### src/rtl/controlador_acesso_memoria.sv
// Load/store access controller between the datapath and a 32-bit byte-enabled data memory.
// Splits word-crossing accesses into two aligned transactions, rotates lanes, and extends loads.
module controlador_acesso_memoria #(
    parameter int DATA_WIDTH = 32,
    parameter int ADDR_WIDTH = 14
) (
    input  logic                  clock,
    input  logic                  reset,
    input  logic                  req,
    output logic                  ready,
    input  logic                  EscMen,
    input  logic [1:0]            DataType,
    input  logic                  Signed,
    input  logic [ADDR_WIDTH-1:0] addr,
    input  logic [DATA_WIDTH-1:0] wdata,
    output logic [DATA_WIDTH-1:0] rdata,
    output logic                  done,
    output logic [ADDR_WIDTH-3:0] mem_addr,
    output logic [DATA_WIDTH-1:0] mem_wdata,
    output logic [3:0]            mem_be,
    output logic                  mem_we,
    output logic                  mem_re,
    input  logic [DATA_WIDTH-1:0] mem_rdata,
    output logic [1:0]            fsm_state
);

    // Handshake: a request transfers on a rising edge where req=1 and ready=1; req while
    // ready=0 is dropped. done is a single-cycle pulse, and rdata is valid while done=1.
    typedef enum logic [1:0] {
        IDLE   = 2'd0,
        FIRST  = 2'd1,
        SECOND = 2'd2,
        FINISH = 2'd3
    } state_t;

    state_t state, state_next;

    logic                  op_store;
    logic                  op_signed;
    logic [2:0]            op_size;
    logic [1:0]            op_off;
    logic [ADDR_WIDTH-3:0] op_word;
    logic [31:0]           op_wdata;
    logic [31:0]           first_data;
    logic [31:0]           rdata_q;

    logic [2:0]  req_size;
    logic [7:0]  size_mask;
    logic [7:0]  mask;
    logic        split;
    logic [63:0] wdata_dbl;
    logic [31:0] wdata_rot;
    logic [31:0] first_word;
    logic [31:0] merged;
    logic [63:0] merged_dbl;
    logic [31:0] shifted;
    logic [31:0] load_word;

    always_comb begin
        case (DataType)
            2'b01:   req_size = 3'd1;
            2'b10:   req_size = 3'd2;
            default: req_size = 3'd4;
        endcase
    end

    always_ff @(posedge clock) begin
        if (reset) begin
            state      <= IDLE;
            op_store   <= 1'b0;
            op_signed  <= 1'b0;
            op_size    <= 3'd4;
            op_off     <= 2'd0;
            op_word    <= '0;
            op_wdata   <= '0;
            first_data <= '0;
            rdata_q    <= '0;
        end else begin
            state <= state_next;
            if (state == IDLE && req) begin
                op_store  <= EscMen;
                op_signed <= Signed;
                op_size   <= req_size;
                op_off    <= addr[1:0];
                op_word   <= addr[ADDR_WIDTH-1:2];
                op_wdata  <= wdata;
            end
            if (state == SECOND) begin
                first_data <= mem_rdata;
            end
            if (state == FINISH && !op_store) begin
                rdata_q <= load_word;
            end
        end
    end

    // Lanes above 3 in the shifted mask belong to the following word.
    always_comb begin
        case (op_size)
            3'd1:    size_mask = 8'h01;
            3'd2:    size_mask = 8'h03;
            default: size_mask = 8'h0F;
        endcase
        mask  = size_mask << op_off;
        split = |mask[7:4];
    end

    always_comb begin
        wdata_dbl = {op_wdata, op_wdata} << {op_off, 3'b000};
        wdata_rot = wdata_dbl[63:32];
    end

    // Without a split, every enabled lane comes from the single read word now on mem_rdata.
    always_comb begin
        first_word = split ? first_data : mem_rdata;
        merged     = '0;
        for (int k = 0; k < 4; k++) begin
            merged[8*k +: 8] = mask[k] ? first_word[8*k +: 8] : mem_rdata[8*k +: 8];
        end
        merged_dbl = {merged, merged} >> {op_off, 3'b000};
        shifted    = merged_dbl[31:0];
        case (op_size)
            3'd1:    load_word = {{24{op_signed & shifted[7]}}, shifted[7:0]};
            3'd2:    load_word = {{16{op_signed & shifted[15]}}, shifted[15:0]};
            default: load_word = shifted;
        endcase
    end

    always_comb begin
        state_next = state;
        mem_addr   = '0;
        mem_wdata  = '0;
        mem_be     = 4'b0000;
        mem_we     = 1'b0;
        mem_re     = 1'b0;
        case (state)
            IDLE: begin
                if (req) state_next = FIRST;
            end
            FIRST: begin
                mem_addr   = op_word;
                mem_be     = mask[3:0];
                mem_wdata  = wdata_rot;
                mem_we     = op_store;
                mem_re     = !op_store;
                state_next = split ? SECOND : FINISH;
            end
            SECOND: begin
                mem_addr   = op_word + {{(ADDR_WIDTH-3){1'b0}}, 1'b1};
                mem_be     = mask[7:4];
                mem_wdata  = wdata_rot;
                mem_we     = op_store;
                mem_re     = !op_store;
                state_next = FINISH;
            end
            FINISH: begin
                state_next = IDLE;
            end
            default: state_next = IDLE;
        endcase
    end

    assign ready     = (state == IDLE);
    assign done      = (state == FINISH);
    assign rdata     = (state == FINISH && !op_store) ? load_word : rdata_q;
    assign fsm_state = state;

endmodule
### config.mk
export PLATFORM = sky130hd
export DESIGN_NAME = controlador_acesso_memoria
export DESIGN_NICKNAME = d
export VERILOG_FILES = /design/src/rtl/controlador_acesso_memoria.sv
export SDC_FILE = /design/constraint.sdc
export NUM_CORES = 1
export LEC_CHECK = 0
export BUFFER_PORTS_ARGS = -buffer_cell sky130_fd_sc_hd__buf_2
export CAP_MARGIN = 20
export CORE_MARGIN = 3
export CORE_UTILIZATION = 35
export CTS_CLUSTER_SIZE = 24
export DETAILED_ROUTE_END_ITERATION = 7
export GPL_TIMING_DRIVEN = 0
export PLACE_DENSITY_LB_ADDON = 0.3
export SETUP_SLACK_MARGIN = 0.5
export SLEW_MARGIN = 10
export SYNTH_ARGS = -nofsm -noshare
export SYNTH_HDL_FRONTEND = slang
export SYNTH_SLANG_ARGS = --single-unit
### constraint.sdc
create_clock -name clock -period 2.46 [get_ports clock]
set_input_delay 0.492 -clock clock [delete_from_list [all_inputs] [get_ports clock]]
set_output_delay 0.492 -clock clock [all_outputs]
set_load 0.005 [all_outputs]
[Yosys cells after proc, flatten, opt, wreduce, memory -nomap -nowiden]
Index checks and enable logic that the tools add are counted.
Cells by class
  bitwise gates (word level): 2
  add/subtract/negate cells: 1
  shift operators: 3
  mux-type cells: 17
  reductions and logical operators: 6
  equal/unequal tests: 8
Operator list (number)
  $mux 32: 3
  $pmux 32 s2: 1
  $shl 64x5->64: 1
  $shr 64x5->32: 1
  $mux 8: 4
  $pmux 12 s2: 1
  $pmux 4 s2: 2
  $add 12x1->12 const B: 1
  $pmux 2 s4: 1
  $shl 8x2->8: 1
  $eq 2x2->1 const B: 3
  $pmux 3 s2: 1
  $eq 2x1->1 const B: 2
  $reduce_or 4->1: 1
  $eq 3x1->1 const B: 1
  $eq 3x2->1 const B: 1
  $mux 1: 3
  $and 1x1->1: 2
  $logic_and 1x1->1: 2
  $logic_not 2->1: 1
  $mux 2: 1
  $ne 2x2->1 const B: 1
  $reduce_or 2->1: 1
  $logic_not 1->1: 1
Word-level totals
  register bits: 117
  logic and storage cells: 46
  output and inout bits: 86

[Logic depth before layout (Yosys ltp)]
Gate-level depths: netlist (run 1).
  word-level depth: 10
  mapped depth: 9
  depth with buffers taken out: 6

[Worst setup path before layout (run 1)]
OpenSTA, ideal clock, no wires.
  path type: reg-to-output
  start point: reg op_size[1]
  end point: out rdata[30]
  required time: 1.968 ns
  stages on the path, launching flop included: 9
  setup slack: -0.014 ns
  arrival: 1.982 ns
  cell sequence: dfxtp_1 buf_4 xnor2_1 buf_2 o211a_1 a311o_1 o31ai_4 buf_6 a31oi_1
On the way
  cells in the longest elaborated chain, start to end: 10
  elaborated cells on any way between the ends: 15
RTL lines
  from (decl): line 40  | logic [2:0] op_size;
  from (signal assigned): line 83  | op_size <= req_size;
  $eq 3x2->1 or $eq 3x1->1 (tied branches): line 99, 122
  $pmux 4 s2: line 99  | case (op_size)
  $shl 8x2->8: line 104  | mask = size_mask << op_off;
  $reduce_or 4->1: line 105  | split = |mask[7:4];
  $mux 32: line 115  | first_word = split ? first_data : mem_rdata;
  $mux 8: line 118  | merged[8*k +: 8] = mask[k] ? first_word[8*k +: 8] : mem_rdata[8*k +: 8];
  $shr 64x5->32: line 120  | merged_dbl = {merged, merged} >> {op_off, 3'b000};
  $and 1x1->1, on equally long branches: line 124, 123
  $pmux 32 s2 (*): line 122  | case (op_size)
  $mux 32 (*): line 165  | assign rdata = (state == FINISH && !op_store) ? load_word : rdata_q;
  to (decl): line 16  | output logic [DATA_WIDTH-1:0] rdata,
Every way passes the cells marked *; elsewhere a longest branch is shown, timed or not.

[Worst setup path in the final report (run 1)]
  start point: reg op_size[0]
  end point: out rdata[21]
The elaborated chain is that of the path after synthesis.

==> results.md, run 1 <==
* Global-route met2 utilization at 42.3%
* CTS buffer count at 9
* Async S/R FF share, synth at 0%
* FF+latch count, synth at 109
* Min-Delay Path Class: in2reg
* Total GRT Usage at between 20% and 30%
* Core ar. at about 20000 µm²
* Footprint of the multi-input gates at 5200 µm²
* Top_reg_cell synth: dfxtp_1
* Worst path required time at 1.97 ns
* Site Rows at 51
* CP Class: reg2out
* Worst-path clk slew at ~0.090 ns
* Post-route ant nets at 0
* Leakage at 0.00426 µW
* Setup TNS at -22.92 ns
* CP Max Fanout at 6
* Relative slew slack at 46.5%
* DRC errors left at 0
* Syn avg cell area at 8.32 µm²
* CTS tree: built
* Outcome: complete, but fails checks
* Mean routed wirelength per cell at 21.4 µm
* Remaining Overflow, GRT at 0
* Most Used Layer, Global Route: met2
* Sinks on the clock net at approximately 110
* Setup WS post-layout at -0.697 ns
* Antenna violations before repair at 2
* DIE WIDTH at 148 µm
* Pin count of the biggest net entering global routing at 22
* Final instance area at 10800 µm²
* Final Non-Filler Cells at 1385
* Number of global-route vias before repair at 7758
* Tmin final at 3.16 ns
* H-tree Lvls at 3
* Clk root buf: clkbuf_16
* Die Height at 148 µm
* F_max at 317 MHz
* Slew Viols, Final at 0
* Met1 Usage GRT at between 30% and 40%
* Library cells used by synthesis at 52
* Vias/cell at 5.88
* Worst Skew at 0.0164 ns
* Finish-stage setup viols at 69
* Filler cells at 1715
* Ys Warns at 0
* Ratio of total power to cell area at 843 nW/µm²
* Drt total wl at ~30000 µm
* Worst Max-Slew Pin Slew at 0.803 ns
* Max-cap violations at 0
* 1st-iter DRT viols at 763
* Startpoint types: flop
* Critical path arrival at 2.66 ns
* Max Root-Sink Buffers at 2
* DR pass1 iterations at 6
* Vias at a little over 8000
* Seq/Total Area, Yosys at 30.7%
* R2R depth at 16
* Met3 usage at 4.54%
* Syn Inst Count at 853
* Worst Hold Depth at 3
* Post-DP Area at ~8400 µm²
* Boundary Pins at 171
* Period utilization at 128%
* Max VDD drop at 0.421 mV
* Failing checks: setup timing
* Share of cells above drive strength 1 at 45.0%
* HP Start: addr[4]
* Area Overhead vs Synth at 52.6%
* Dpl cells at approximately 1300
* Initial cell density of the core at 36.0%
* Hold Buf Count CTS at 0
* Nets at 1206
* Reg2reg setup slack at -0.29 ns
* RR Startpoint: op_size[1]
* RSZ-0062 raised after global routing: yes
* Worst Setup End Kind: output port
* IO buf count at 169
* DP HPWL at slightly above 20000 µm
* EDFF count, synth at 0
* Most frequent cells in the layout: buf_2, nand2_1, dfxtp_1
* Mapped cell area at between 7000 and 8000 µm²
* Post-Syn Nets at 945
* Worst Hold End: op_word[2]
* Worst-Skew Late Latency at ~0.37 ns
* First-pass GRT wire length at 43400 µm
* Final Power at 9130 µW
* Hold Vio Cnt, Final at 0
* Crit Reg-Reg Endpoint: rdata_q[8]
* Placer Congestion at between 0.9 and 1
* Die area at between 20000 and 25000 µm²
* Register area at 2200 µm²
* Most common cell after layout, fill and taps aside: buf_2
-- cells by family (layout without fill, tap and decap cells) --
logic type	Yosys count	count (layout)	synth area share, %
other	0	1	0
flip-flops	109	109	30.7
adder cells (fa/ha/maj)	7	7	1.23
XOR/XNOR	4	4	0.494
multiplexers	76	76	17.8
AO/OA/AOI/OAI	245	245	23.9
buffers and inverters	102	368	6.20
AND/OR/NAND/NOR	310	310	19.7
-- cell type report --
type                    instances  area share [%]
multi-input cells             642            48.0
well taps                     265            3.06
inverters                      16           0.624
clock inverters                 7           0.936
clock buffers                   9            2.08
diodes                          1          0.0231
repair buffers                250            17.8
flip-flops and latches        109            20.3
plain buffers                  86            7.25
-- report_power, final --
part           internal [µW]  switching [µW]  total [µW]
registers               2120             343        2460
clock network            828             803        1630
logic                   2440            2600        5040
-- per-layer routing --
layer	vias to the layer above	share of wire (%)
li1	3672	-
met4	2	3.1
met1	3965	40
met5	-	0.044
met2	437	48
met3	72	8.1
-- sequential cells by signal (all words and copies together) (netlist names) --
name,flops
fsm_state,2
op_off,2
op_store,1
rdata_q,32
op_signed,1
op_word,12
op_wdata,32
op_size,3
first_data,24
-- per-stage QoR --
step           hold slack (ns)  util, %  setup slack, ns
5_1_grt                  0.360     54.9           -0.715
4_1_cts                  0.349     51.3           -0.617
3_3_place_gp             0.470     42.8           -0.478
6_report                 0.351     54.9           -0.697
3_5_place_dp             0.480     42.8           -0.464
2_1_floorplan            0.443        -           0.0839
-- worst max-delay path: stages, from the launching register on --
cell,delay [ns]
dfxtp_2,0.33
buf_8,0.14
buf_6,0.12
buf_12,0.11
nor4b_4,0.36
buf_6,0.21
buf_4,0.13
o41ai_4,0.08
o211ai_2,0.13
o211ai_1,0.20
a31oi_1,0.30
buf_2,0.18
-- worst max path at each step --
stage                    start  slack, ns         to  depth (start not counted)
CTS                 op_size[0]      -0.62  rdata[20]                          9
floorplan           op_size[0]       0.08  rdata[30]                          8
global placement    op_size[2]      -0.48  rdata[18]                          8
detailed placement  op_size[2]      -0.46  rdata[18]                          8
finish              op_size[0]      -0.70  rdata[21]                         11
global route        op_size[0]      -0.71  rdata[21]                         11
-- synth_stat cells (3+ instances only) --
| cell type | count | area share [%] |
|---|---|---|
| mux4_2 | 40 | 13 |
| o41a_1 | 7 | 1.1 |
| o221a_2 | 7 | 1.1 |
| nor4_1 | 8 | 0.71 |
| a31oi_1 | 28 | 2.5 |
| ha_1 | 7 | 1.2 |
| o211ai_2 | 7 | 1.2 |
| a311oi_1 | 16 | 2.0 |
| o21ai_0 | 39 | 2.7 |
| dfxtp_1 | 109 | 31 |
| a211o_1 | 7 | 0.86 |
| clkbuf_1 | 55 | 2.9 |
| nand3_1 | 19 | 1.3 |
| nor2_1 | 63 | 3.3 |
| a311o_1 | 8 | 1.1 |
| buf_6 | 5 | 0.79 |
| and2_1 | 36 | 3.2 |
| buf_2 | 13 | 0.92 |
| nand4_1 | 3 | 0.26 |
| nor2b_1 | 5 | 0.44 |
| a21oi_1 | 69 | 4.9 |
| nand2_1 | 156 | 8.2 |
| xor2_1 | 3 | 0.37 |
| o41ai_1 | 7 | 0.86 |
| buf_1 | 12 | 0.63 |
| a211oi_1 | 24 | 2.5 |
| mux2i_1 | 34 | 4.8 |
| inv_1 | 16 | 0.85 |
| o211ai_1 | 15 | 1.6 |
| or3_1 | 7 | 0.62 |
-- repair_timing --
| action | in CTS | in global routing |
|---|---|---|
| setup buffers | 49 | 22 |
| pin swaps | 49 | 39 |
| resized for setup | 222 | 113 |
| endpoints found under the setup margin | 134 | 142 |
| cloned | 7 | 3 |
No activity file was read; power rests on OpenSTA's default activity.
==> run 2: changes to the inputs <==
- CELL_PAD_IN_SITES_DETAIL_PLACEMENT: unset -> 0
- CELL_PAD_IN_SITES_GLOBAL_PLACEMENT: unset -> 1
==> results.md, run 2 (same netlist as run 1, synthesis figures left out) <==
* Outcome: complete, but fails checks
* Failing checks: setup timing
* Combinational power share at 54.2% (-1.0 points)
* Site Rows at 51 (unchanged)
* Clock power frac at 17.5% (-0.4 points)
* Met1 Wirelength at 12200 µm (+1.8%)
* DP HPWL at 20600 µm (+0.60%)
* Share of cells above drive strength 1 at 41.8% (-3.2 points)
* Tmin final at 3.03 ns (-0.126 ns)
* Nets at 1190 (-1.3%)
* Startpoint types: flop
* Finish-stage setup viols at 62 (-10%)
* Fin Hold WS at 0.354 ns (+0.00335 ns)
* Top sig layer: met4
* Worst-Skew Late Latency at 0.36 ns (about the same)
* Sequential Power Share at 28.3% (+1.3 points)
* Placer Congestion at 0.926 (-2.0%)
* N_diodes at 0 (-1)
* CP Class: reg2out
* Leakage at 0.00418 µW (-1.8%)
* Hold Vio Cnt, Final at 0 (unchanged)
* RSZ-0062 raised after global routing: yes
* DIE WIDTH at 148 µm (unchanged)
* Relative slew slack at 49.4% (+3.0 points)
* Final instance area at 10400 µm² (-3.8%)
* Drt total wl at 28200 µm (-5.2%)
* Vias at 7757 (-4.8%)
* Die Height at 148 µm (unchanged)
* Remaining Overflow, GRT at 0 (unchanged)
* Post-route ant nets at 0 (unchanged)
* Period utilization at 123% (-5.1 points)
* Ratio of total power to cell area at 838 nW/µm² (-0.51%)
* Initial cell density of the core at 36.0% (unchanged)
* DR WL met3 at 2030 µm (-16%)
* DRC errors left at 0 (unchanged)
* Max Root-Sink Buffers at 2 (unchanged)
* Internal Power at 5260 µW (-2.4%)
* Filler cells at 1861 (+8.5%)
* Boundary Pins at 171 (unchanged)
* Clk root buf: clkbuf_16
* Core ar. at 19700 µm² (unchanged)
* Metal2 WL at 13200 µm (-8.3%)
* DR pass1 iterations at 5 (-1)
* CP Max Fanout at 6 (unchanged)
* Setup WS post-layout at -0.571 ns (+0.126 ns)
* Mean routed wirelength per cell at 20.6 µm (-4.0%)
* CTS buffer count at 9 (unchanged)
* Min-Delay Path Class: in2reg
* Total GRT Usage at 24.7% (-0.41 points)
* CTS tree: built
* Max-cap violations at 0 (unchanged)
* Antenna violations before repair at 0 (-2)
* First-pass GRT wire length at 42600 µm (-2.0%)
* Most common cell after layout, fill and taps aside: nand2_1
* Pin count of the biggest net entering global routing at 19 (-14%)
* Post-DP Area at 8440 µm² (unchanged)
* Setup TNS at -18.94 ns (+3.98 ns)
* Area Overhead vs Synth at 46.9%
* Die area at 22000 µm² (unchanged)
* Most frequent cells in the layout: nand2_1, buf_2, dfxtp_1
* F_max at 330 MHz (+4.1%)
* Vias/cell at 5.67 (-3.6%)
* 1st-iter DRT viols at 610 (-20%)
* Hold Buf Count CTS at 0 (unchanged)
* Worst Max-Slew Pin Slew at 0.758 ns (-0.0447 ns)
* Worst path required time at 1.97 ns (about the same)
* NetSw at 3480 µW (-6.9%)
* IO buf count at 169 (unchanged)
* Sinks on the clock net at 109 (unchanged)
* Max VDD drop at 0.428 mV (+1.5%)
* Worst Setup End Kind: output port
* Slew Viols, Final at 0 (unchanged)
* H-tree Lvls at 3 (unchanged)
* Worst-path clk slew at 0.08 ns (about the same)
* Worst Skew at 0.0122 ns (-0.00418 ns)
* Sw frac at 39.9% (-1.1 points)
* Critical path arrival at 2.54 ns (-0.12 ns)
* Number of global-route vias before repair at 7546 (-2.7%)
* Top Registers: op_wdata: 32 flops, rdata_q: 32 flops, first_data: 24 flops
run 2: changes by cell type in the layout (fill, tap and decap cells not counted), moves of 5 or more:
cell      change
a21oi_2      -14
and2_1        -6
a311oi_1      +7
a21oi_1      +14
and2_4        +6
buf_8         -9
buf_4         -5
a311oi_2      -7
nand2_2       -5
run 2: metrics by stage:
step                utilization (%)  worst slack [ns]  cells  total power (µW)
finish                         52.9            -0.571   1368              8740
global route                   52.9            -0.681   1368              9190
CTS                            50.7            -0.555   1349              8300
detailed placement             42.8            -0.491   1287              5850
global placement               42.8            -0.503   1287              5810
floorplan                         -            0.0839    853              4650
run 2: path summary, 6_finish.rpt:
check,startpoint,endpoint,slack (ns),cells past startpoint
worst min-delay path,wdata[18],op_wdata[18],0.35,3
worst min register to register,op_word[1],op_word[1],0.49,2
worst max register to register,op_size[0],rdata_q[22],0.11,11
worst max-delay path,op_size[0],rdata[19],-0.57,9
run 2: timing repair:
action                                  in CTS  in global routing
endpoints found under the setup margin     135                127
cloned                                       8                  3
pin swaps                                   34                 20
gates resized for setup                    195                 89
buffers inserted                            38                 16
run 2: metal layers:
metal	vias to the layer above	global-route usage (%)
li1	3645	-
met5	-	0
met4	0	8.27
met2	367	40.2
met1	3688	33.5
met3	57	4.17
run 2: cell type report:
type	instances	area, µm²	share of cell area [%]
buffer	86	776	7.44
sequential	109	2200	21.1
inverter	16	67.6	0.648
multi-input combinational	642	4960	47.6
tap	265	332	3.18
timing repair buffer	234	1790	17.1
clock inverter	6	68.8	0.660
clock buffer	10	229	2.20
run 2: critical path, stage by stage (launching register included):
cell	delay (ns)
dfxtp_2	0.32
buf_6	0.13
nor3b_4	0.15
buf_6	0.13
buf_4	0.17
o41ai_2	0.54
o211ai_4	0.14
o211ai_1	0.27
a31oi_1	0.16
buf_2	0.16
run 2: power groups by stage:
stage | logic [µW] | clock network (µW) | registers, µW
global route | 5060 | 1620 | 2510
finish | 4740 | 1530 | 2470
floorplan | 2310 | 0 | 2350
global placement | 3370 | 0 | 2440
detailed placement | 3390 | 0 | 2460
CTS | 4290 | 1560 | 2450
==> run 3: changes to the inputs <==
- ABC_AREA: unset -> 1
- CORE_UTILIZATION: 35 -> 33
- MAX_ROUTING_LAYER: unset -> met4
==> results.md, run 3 <==
* Outcome: complete, but fails checks
* Failing checks: setup timing
* DR pass1 iterations at 5 (unchanged)
* Top_reg_cell synth: dfxtp_1
* 1st-iter DRT viols at 658 (+7.9%)
* Seq/Total Area, Yosys at 32.7% (+2.0 points)
* Ys Warns at 0 (unchanged)
* DRC errors left at 0 (unchanged)
* CP Max Fanout at 7 (+1)
* Antenna violations before repair at 0 (unchanged)
* Die Height at 148 µm (-0.18%)
* Proportion of netlist area held by the largest area contributor at 32.7% (+2.0 points)
* Clk root buf: clkbuf_16
* CTS tree: built
* Internal Power at 6210 µW (+18%)
* Worst-path clk slew at 0.08 ns (about the same)
* DP HPWL at 19700 µm (-4.4%)
* RSZ-0062 raised after global routing: yes
* Worst Setup End Kind: output port
* Most area-hungry cell type in the Yosys netlist: dfxtp_1
* Top-count cell post-synth: nand2_1
* Setup WS post-layout at -0.308 ns (+0.263 ns)
* Vias at 8436 (+8.8%)
* Relative slew slack at 53.3% (+3.9 points)
* Die area at 21900 µm² (-0.36%)
* Worst Hold End: op_wdata[12]
* Ratio of total power to cell area at 1040 nW/µm² (+24%)
* EDFF count, synth at 0 (unchanged)
* Hold Vio Cnt, Final at 0 (unchanged)
* Post-Syn Nets at 1171 (+24%)
* Sw frac at 45.7% (+5.9 points)
* Slew Viols, Final at 0 (unchanged)
* First-pass GRT wire length at 43800 µm (+2.8%)
* Initial cell density of the core at 33.9% (-2.1 points)
* Async S/R FF share, synth at 0% (unchanged)
* Clock power frac at 12.3% (-5.2 points)
* Top cells by area, synth: dfxtp_1, nand2_1, o21ai_0
* Leakage at 0.00521 µW (+25%)
* Max Root-Sink Buffers at 2 (unchanged)
* Site Rows at 51 (unchanged)
* Library cells used by synthesis at 33 (-37%)
* Boundary Pins at 171 (unchanged)
* Nets at 1447 (+22%)
* Finish-stage setup viols at 38 (-39%)
* F_max at 361 MHz (+9.5%)
* NetSw at 5230 µW (+50%)
* Worst path required time at 1.97 ns (about the same)
* Vias/cell at 5.19 (-8.4%)
* R2R depth at 14 (+3)
* Worst Max-Slew Pin Slew at 0.700 ns (-0.0580 ns)
* Startpoint types: flop
* FF+latch count, synth at 109 (unchanged)
* Pin count of the biggest net entering global routing at 19 (unchanged)
* Mapped cell area at 6670 µm² (-6.1%)
* Drt total wl at 29600 µm (+5.1%)
* CP Class: reg2out
* Setup TNS at -8.05 ns (+10.89 ns)
* H-tree Lvls at 3 (unchanged)
* Min-Delay Path Class: in2reg
* Finished Core Util at 56.1% (+3.2 points)
* Tmin final at 2.77 ns (-0.263 ns)
* Remaining Overflow, GRT at 0 (unchanged)
* DIE WIDTH at 148 µm (-0.18%)
* Sequential Power Share at 22.5% (-5.8 points)
* IO buf count at 169 (unchanged)
* CTS buffer count at 9 (unchanged)
* Mean routed wirelength per cell at 18.2 µm (-12%)
* Period utilization at 113% (-11 points)
* Syn Inst Count at 1079 (+26%)
* Max-cap violations at 0 (unchanged)
* Area Overhead vs Synth at 65.2%
* Worst Skew at 0.00844 ns (-0.00378 ns)
* Sinks on the clock net at 109 (unchanged)
* Core ar. at 19700 µm² (-0.32%)
* Top post-synthesis cells by count: nand2_1, nor2_1, o21ai_0
* Share of cells above drive strength 1 at 50.0% (+8.2 points)
* Worst-Skew Late Latency at 0.36 ns (about the same)
* Fin Hold WS at 0.373 ns (+0.0184 ns)
* Most common cell after layout, fill and taps aside: buf_2
* Reg2reg setup slack at 0.44 ns (+0.33 ns)
* N_diodes at 0 (unchanged)
* HP Start: wdata[12]
* Most frequent cells in the layout: buf_2, nor2_1, nand2_1
* Crit Reg-Reg Endpoint: rdata_q[8]
* RR Startpoint: op_size[1]
* Worst Hold Depth at 3 (unchanged)
* Top Registers: op_wdata: 32 flops, rdata_q: 32 flops, first_data: 24 flops
* Syn avg cell area at 6.18 µm² (-26%)
* Max VDD drop at 0.463 mV (+8.2%)
* Number of global-route vias before repair at 7996 (+6.0%)
* Placer Congestion at 0.924 (-0.24%)
* Post-route ant nets at 0 (unchanged)
* Total GRT Usage at 26.2% (+1.5 points)
* Critical path arrival at 2.28 ns (-0.26 ns)
* Combinational power share at 65.2% (+11 points)
-- run 3: cell families after synthesis --
group                      after synthesis  share of synthesized area (%)
and+or+nand+nor                        587                           39.7
AOI/OAI and AO/OA                      221                           17.0
buffers and inverters                  155                           9.21
DFF                                    109                           32.7
adders and majority gates                7                           1.31
-- run 3: power groups by stage --
stage	Combinational (µW)	Clock, µW	Sequential [µW]
3_5_place_dp	4470	0	2500
2_1_floorplan	2860	0	2420
6_report	7450	1410	2570
4_1_cts	6520	1440	2520
5_1_grt	7990	1510	2610
3_3_place_gp	4460	0	2500
-- run 3: cell type report --
cell class / instances / area (µm²)
clock buffers: 9 / 225
repair buffers: 264 / 1950
flip-flops and latches: 109 / 2220
clock inverters: 7 / 50.0
inverters: 83 / 365
plain buffers: 72 / 732
repair inverters: 1 / 8.76
fillers: 1871 / 8640
well taps: 265 / 332
multi-input cells: 815 / 5140
-- run 3: worst max path at each step --
stage	start	endpoint	slack, ns	cells after the start
CTS	op_size[0]	rdata[28]	-0.25	14
finish	op_size[1]	rdata[25]	-0.31	14
detailed placement	fsm_state[1]	rdata[7]	-0.23	8
floorplan	op_off[1]	rdata[12]	0.41	14
global placement	fsm_state[0]	rdata[15]	-0.27	9
global route	op_size[1]	rdata[12]	-0.42	14
-- run 3: worst max-delay path, stage by stage (launching register included) --
cell     delay (ns)
dfxtp_2        0.36
inv_2          0.06
nand3_4        0.17
nand3_4        0.17
buf_12         0.17
nor2_4         0.24
nand2_2        0.12
nand3_2        0.11
nand3_2        0.07
nand2_2        0.09
nor2_4         0.04
nand3_2        0.09
nand2_2        0.08
inv_2          0.04
buf_2          0.09
-- run 3: what timing repair did --
action | in CTS | in global routing
resized for setup | 407 | 173
setup endpoints to repair | 125 | 134
buffers inserted | 58 | 27
hold buffers | 0 | 0
cloned | 10 | 1
pin swaps | 73 | 107
-- run 3: layer usage --
metal	vias up	wire length [µm]	track usage (%)
met1	3942	12300	32.8
met5	-	0	-
met2	364	14100	42.8
met4	0	1060	9.79
li1	4050	-	-
met3	80	2160	4.17
-- run 3: per-stage QoR --
stage          cell area (µm²)  power, µW  std cells  worst slack [ns]
2_1_floorplan             6770       5290       1079             0.410
5_1_grt                  11000      12100       1625            -0.417
4_1_cts                  10200      10500       1597            -0.251
3_5_place_dp              7940       6970       1513            -0.234
6_report                 11000      11400       1625            -0.308
3_3_place_gp              7940       6960       1513            -0.268
